--- config.mk ---
export PLATFORM = sky130hd
export DESIGN_NAME = instruction_fetch_unit_flat
export DESIGN_NICKNAME = d
export VERILOG_FILES = /design/src/rtl/instruction_fetch_unit_if.sv /design/src/rtl/instruction_fetch_unit.sv /design/src/flat_wrapper.sv
export SDC_FILE = /design/constraint.sdc
export NUM_CORES = 1
export LEC_CHECK = 0
export ABC_AREA = 1
export BUFFER_PORTS_ARGS = -buffer_cell sky130_fd_sc_hd__buf_2
export CORE_ASPECT_RATIO = 0.8
export CORE_MARGIN = 2
export CORE_UTILIZATION = 55
export CTS_CLUSTER_SIZE = 8
export DETAILED_ROUTE_END_ITERATION = 12
export GPL_TIMING_DRIVEN = 1
export PLACE_DENSITY = 0.93
export REMOVE_ABC_BUFFERS = 1
export SYNTH_ARGS = -nofsm -noshare
export SYNTH_HDL_FRONTEND = slang
export SYNTH_SLANG_ARGS = --single-unit
--- constraint.sdc ---
create_clock -name clk -period 2.95 [get_ports clk]
set_clock_uncertainty 0.2 [all_clocks]
set_input_delay 0.59 -clock clk [delete_from_list [all_inputs] [get_ports clk]]
set_output_delay 0.59 -clock clk [all_outputs]
set_load 0.1 [all_outputs]
--- src/rtl/instruction_fetch_unit_if.sv ---
// Instruction-memory read port between the fetch unit (master) and memory (slave).
interface instruction_fetch_unit_if;
  logic        mem_req;
  logic [31:0] mem_addr;
  logic        mem_ack;
  logic [31:0] mem_rdata;

  modport master (output mem_req, output mem_addr, input mem_ack, input mem_rdata);
  modport slave  (input mem_req, input mem_addr, output mem_ack, output mem_rdata);
endinterface

--- src/rtl/instruction_fetch_unit.sv ---
// Two-state instruction fetch unit: FETCH requests a word from memory, HOLD presents it
// to decode until consumed, then computes the next sequential or branch-target address.
module instruction_fetch_unit #(
  parameter logic [31:0] RESET_PC = 32'h0000_0000
) (
  input  logic                            clk,
  input  logic                            reset_n,
  instruction_fetch_unit_if.master        mem,
  output logic [31:0]                     instruction,
  output logic                            instr_valid,
  output logic [31:0]                     pc,
  input  logic                            stall,
  input  logic                            branch_taken,
  input  logic [31:0]                     branch_offset
);

  typedef enum logic {FETCH = 1'b0, HOLD = 1'b1} state_e;

  state_e      state_q, state_d;
  logic        req_en_q;
  logic [31:0] fetch_addr_q, fetch_addr_d;
  logic [31:0] instr_q, instr_d;
  logic [31:0] pc_q, pc_d;
  logic        mem_req;
  logic [31:0] mem_addr;

  // Branch target is relative to pc+8; the word offset is scaled to bytes and wraps mod 2^32.
  function automatic logic [31:0] next_fetch_addr(input logic [31:0] cur_pc,
                                                  input logic        taken,
                                                  input logic signed [31:0] offset);
    logic [31:0] byte_off;
    logic [31:0] sum;
    byte_off = 32'(offset <<< 2);
    if (taken) sum = cur_pc + 32'd8 + byte_off;
    else       sum = cur_pc + 32'd4;
    return sum & 32'hFFFF_FFFC;
  endfunction

  // mem_req stays low during reset and the cycle it is released; req_en_q opens it on the first edge.
  assign mem_addr     = fetch_addr_q & 32'hFFFF_FFFC;
  assign mem.mem_req  = mem_req;
  assign mem.mem_addr = mem_addr;
  assign instruction  = instr_q;
  assign pc           = pc_q;

  always_comb begin
    state_d      = state_q;
    fetch_addr_d = fetch_addr_q;
    instr_d      = instr_q;
    pc_d         = pc_q;
    mem_req      = 1'b0;
    instr_valid  = 1'b0;
    case (state_q)
      FETCH: begin
        mem_req = req_en_q;
        if (req_en_q && mem.mem_ack) begin
          instr_d = mem.mem_rdata;
          pc_d    = mem_addr;
          state_d = HOLD;
        end
      end
      HOLD: begin
        instr_valid = 1'b1;
        if (!stall) begin
          fetch_addr_d = next_fetch_addr(pc_q, branch_taken, branch_offset);
          state_d      = FETCH;
        end
      end
      default: state_d = FETCH;
    endcase
  end

  always_ff @(posedge clk or negedge reset_n) begin
    if (!reset_n) begin
      state_q      <= FETCH;
      req_en_q     <= 1'b0;
      fetch_addr_q <= RESET_PC;
      instr_q      <= 32'h0;
      pc_q         <= 32'h0;
    end else begin
      state_q      <= state_d;
      req_en_q     <= 1'b1;
      fetch_addr_q <= fetch_addr_d;
      instr_q      <= instr_d;
      pc_q         <= pc_d;
    end
  end

endmodule

--- src/flat_wrapper.sv ---
// flat-port wrapper written by rule: the top's interface ports become plain ports
module instruction_fetch_unit_flat 
#(
  parameter logic [31:0] RESET_PC = 32'h0000_0000
)
  (clk, reset_n, instruction, instr_valid, pc, stall, branch_taken, branch_offset, mem_mem_req, mem_mem_addr, mem_mem_ack, mem_mem_rdata);
  instruction_fetch_unit_if mem_i ();
  input  logic clk;
  input  logic reset_n;
  output logic [31:0] instruction;
  output logic instr_valid;
  output logic [31:0] pc;
  input  logic stall;
  input  logic branch_taken;
  input  logic [31:0] branch_offset;
  output wire logic [$bits(mem_i.mem_req)-1:0] mem_mem_req;
  output wire logic [$bits(mem_i.mem_addr)-1:0] mem_mem_addr;
  input wire logic [$bits(mem_i.mem_ack)-1:0] mem_mem_ack;
  input wire logic [$bits(mem_i.mem_rdata)-1:0] mem_mem_rdata;
  assign mem_mem_req = mem_i.mem_req;
  assign mem_mem_addr = mem_i.mem_addr;
  assign mem_i.mem_ack = mem_mem_ack;
  assign mem_i.mem_rdata = mem_mem_rdata;
  instruction_fetch_unit #(.RESET_PC(RESET_PC)) u_core (.clk(clk), .reset_n(reset_n), .mem(mem_i), .instruction(instruction), .instr_valid(instr_valid), .pc(pc), .stall(stall), .branch_taken(branch_taken), .branch_offset(branch_offset));
endmodule
; ---- Yosys cells after proc, flatten, opt, wreduce, memory -nomap -nowiden
; Cells that the tools add are included.
[totals]
regBits = 94
out_inout_bits = 98
wordCells = 19
[classes]
addsub = 3
n_mux = 6
bitwise = 2
n_reduce_logical = 3
[ops]
columns = cell, count
row1 = $add A32 B3 Y32 const B, 1
row2 = $add A32 B32 Y32, 1
row3 = $add A32 B4 Y32 const B, 1
row4 = $mux W32, 1
row5 = $mux W1, 4
row6 = $reduce_and A2 Y1, 2
row7 = $not A1 Y1, 2
row8 = $pmux W1 S2, 1
row9 = $logic_and A1 B1 Y1, 1

; ---- Logic depth before layout (Yosys ltp)
[depth]
ltp_word = 3
mapped_depth = 16

; ---- Least setup slack after synthesis
; Ideal clock, no wire load.
[synth_path]
path_kind = flip-flop to flip-flop
from = register u_core.state_q
to = register u_core.pc_q[11], in the netlist u_core.pc[11]
arrival_time_ns = 3.249
t_required_ns = 2.672
setup_slack_ns = -0.577
stages_incl_launch_ff = 6
path_buffers = 2
path_cell_list = dfrtp_1 > nor2_1 > nand2_1 > buf_2 > clkbuf_1 > a21oi_1
[synth_between]
elab_chain_len = 2
[synth_lines]
columns = item, line_no
row1 = from (decl), instruction_fetch_unit.sv:19  ; state_e state_q, state_d;
row2 = from (signal assigned), instruction_fetch_unit.sv:81  ; state_q <= state_d;
row3 = $not A1 Y1, --
row4 = $reduce_and A2 Y1 (no source line), --
row5 = to (signal assigned), instruction_fetch_unit.sv:85  ; pc_q <= pc_d;
row6 = to (decl), instruction_fetch_unit.sv:23  ; logic [31:0] pc_q, pc_d;
; No other way between the ends.
; A chain may end at the register's enable or synchronous reset.

; ---- Worst setup path after layout
[layout_path]
from = register u_core.pc_q[11], in the netlist u_core.pc[11]
to = register u_core.fetch_addr_q[21]
[layout_between]
elab_chain_len = 3
word_cells_on_any_way = 4
[layout_lines]
columns = item, line_no
row1 = $add A32 B4 Y32, instruction_fetch_unit.sv:34  ; if (taken) sum = cur_pc + 32'd8 + byte_off;
row2 = $add A32 B32 Y32, instruction_fetch_unit.sv:34
row3 = $mux W32 (*), instruction_fetch_unit.sv:34
row4 = to (signal assigned), instruction_fetch_unit.sv:83  ; fetch_addr_q <= fetch_addr_d;
row5 = to (decl), instruction_fetch_unit.sv:21  ; logic [31:0] fetch_addr_q, fetch_addr_d;
; Mark *: on every way between the ends. The rest lies on a longest branch, timed or not.

==> results.toml <==
[timing]
min_period_ps = 2760
finalHoldViolCount = 0
setup_ws_ps = 191
maxSlewViolCount = 0
worst_pin_slew_ps = 982
max_freq_ghz = 0.362
rsz0062_at_grt = "no"
slew_headroom_pct = 34.5
setup_violations = 0
post-route-period-util_pct = 93.5

[floorplanning]
die_h_um = 105
io_pins = 167
row_count = 36
die_w_um = 130
dieArea_sq_um = 13700
coreArea_sq_um = 12300
initial_core_util_pct = 57.0

[final_layout]
stdcell_count = 1333
diodes = 0
drive_above_1_share_pct = 24.2
seq_area_sq_um = 2350
fin_nets = 1285
final_area_sq_um = 8510
multiInputGateArea_sq_um = 4080
final_common_cell = "nand2_1"
n_fill_cell = 1031
area_delta_synth_final_pct = 21.1
final_cell_mix = "nand2_1, buf_2, inv_1"
post-route-util_pct = 69.0

[global_route]
grt_pass1_vias = 6892
grt_usage_pct = 31.7
antenna_found_initial = 0
grt_pass1_wl_um = 33700
grt_max_degree = 56
overflow = 0

[worst_setup_path]
r2r_end = "u_core.fetch_addr_q[21]"
reg2reg_from = "u_core.pc[11]"
path_cells = "ha_1 -> ha_1 -> nand2_1 -> nor2_1 -> nand3_1 -> nand3b_1 -> nand2_1 -> nand3b_1 -> nand3_1 -> a22oi_1"
crit_end = "u_core.fetch_addr_q[21]"
max_stage_delay_ps = 460
cp.depth = 10
rrSetupSlack_ps = 190
critPathTopFamily = "simple AND/OR/NAND/NOR gates"
required_ps = 3000
critPathArrivalTime_ps = 2810
cp_slowest_cell = "dfrtp_1"
criticalPathCategory = "reg -> reg"
crit_path_start_kind = "register"
r2r_cells = 10
crit_buf_inv = 0
critPathMaxFanout = 5
crit_start = "u_core.pc[11]"
endpoint_kind = "register"

[worst_hold_path]
hold_class = "in -> async"

[placed_design]
port_buffers = 160
dp.cells = 1317
place.gp.congestion = 0.993
dp_slack_ps = -106
post_dp_cell_area_sq_um = 8220
place_hpwl_um = 17100

[routing]
wl_per_cell_um = 16.2
dr.pass1.iters = 5
via_per_inst = 5.59
drt_iter0_markers = 674
ant_nets = 0
drc = 0
wl_um = 21600
dr_total_vias = 7453

[logic_synthesis]
synth_cells = 974
synth-seq-cells = 94
synth.distinct_cells = 41
ys.flop_type = "dfrtp_1"
ys_seq_area_share_pct = 33.5
avgSynthCellArea_sq_um = 7.22
async_flop_share_pct = 100
synth_edf_count = 0
synthesis.yosys.warnings = 0
synthesis.area_sq_um = 7030

[clock_network]
clk_latency_ps = 350
cts_max_path_buffers = 2
clk_pin_slew_ps = 70
htreeDepth = 3
cts_tree = "built"
cts_sinks = 94
cts-root-buf = "clkbuf_16"
postCtsSetupRepairBufs = 0
cts_buffers = 9

[job]
max_cap_viol_count = 0

[status]
status = "finished, final reports clean"
-- state kept, by name (all words and copies together) (netlist names) --
| signal | cells |
|---|---|
| u_core.req_en_q | 1 |
| u_core.fetch_addr_q | 30 |
| u_core.state_q | 1 |
| u_core.pc | 30 |
| u_core.instruction | 32 |
-- cells in the mapped netlist (9+ instances only) --
cell	count	area, sq um
nand3_1	50	250
nand3b_1	11	82.6
xor2_1	11	96.3
o21ai_0	38	190
inv_2	9	33.8
inv_1	124	465
nor2_1	99	372
mux2_2	35	394
ha_1	58	726
clkbuf_1	12	45.0
a21oi_1	62	310
nor3_1	10	50.1
dfrtp_1	94	2350
nand2_1	280	1050
-- area by class of cell --
class / count / share of cell area, %
repair buffers: 194 / 12.6
clock inverters: 5 / 0.485
multi-input cells: 723 / 48.0
well taps: 171 / 2.51
flip-flops and latches: 94 / 27.6
inverters: 135 / 5.95
clock buffers: 11 / 2.85
-- kinds of logic after synthesis --
group | synth area share, %
other | 0.107
adders and majority gates | 10.6
muxes | 5.61
AOI/OAI and AO/OA | 10.4
buffers and inverters | 8.90
and+or+nand+nor | 29.0
xor gates and xnor gates | 1.87
DFF | 33.5
-- through the flow --
stage / setup TNS (ps) / hold slack [ps]
after floorplan: -132060 / 94.4
after global placement: -61.6 / 280
after detailed placement: -282 / 289
after CTS: 0 / 24.9
after global routing: 0 / 55.5
final: 0 / 18.5
-- metal layers --
layer,track usage [%],up-vias,share of wire [%]
li1,-,3524,-
met3,7.37,64,12
met2,48.0,496,43
met1,43.5,3369,41
met5,0,-,0
met4,13.6,0,3.9
-- worst min path at each step --
stage | slack (ps) | startpoint | end | cells past startpoint
final | 20 | reset_n | u_core.instruction[29] | 1
after global routing | 60 | reset_n | u_core.instruction[3] | 1
after CTS | 20 | reset_n | u_core.instruction[29] | 1
after detailed placement | 290 | u_core.instruction[17] | u_core.instruction[17] | 1
after global placement | 280 | u_core.instruction[6] | u_core.instruction[6] | 1
after floorplan | 90 | reset_n | u_core.fetch_addr_q[10] | 0
-- what timing repair did --
| action | CTS | global route |
|---|---|---|
| resized for setup | 0 | 2 |
| endpoints found under the setup margin | 0 | 4 |
| hold buffers | 0 | 0 |
Power is not shown: default switching activity piles up to over one toggle a cycle in this logic, so the estimate is an artifact.
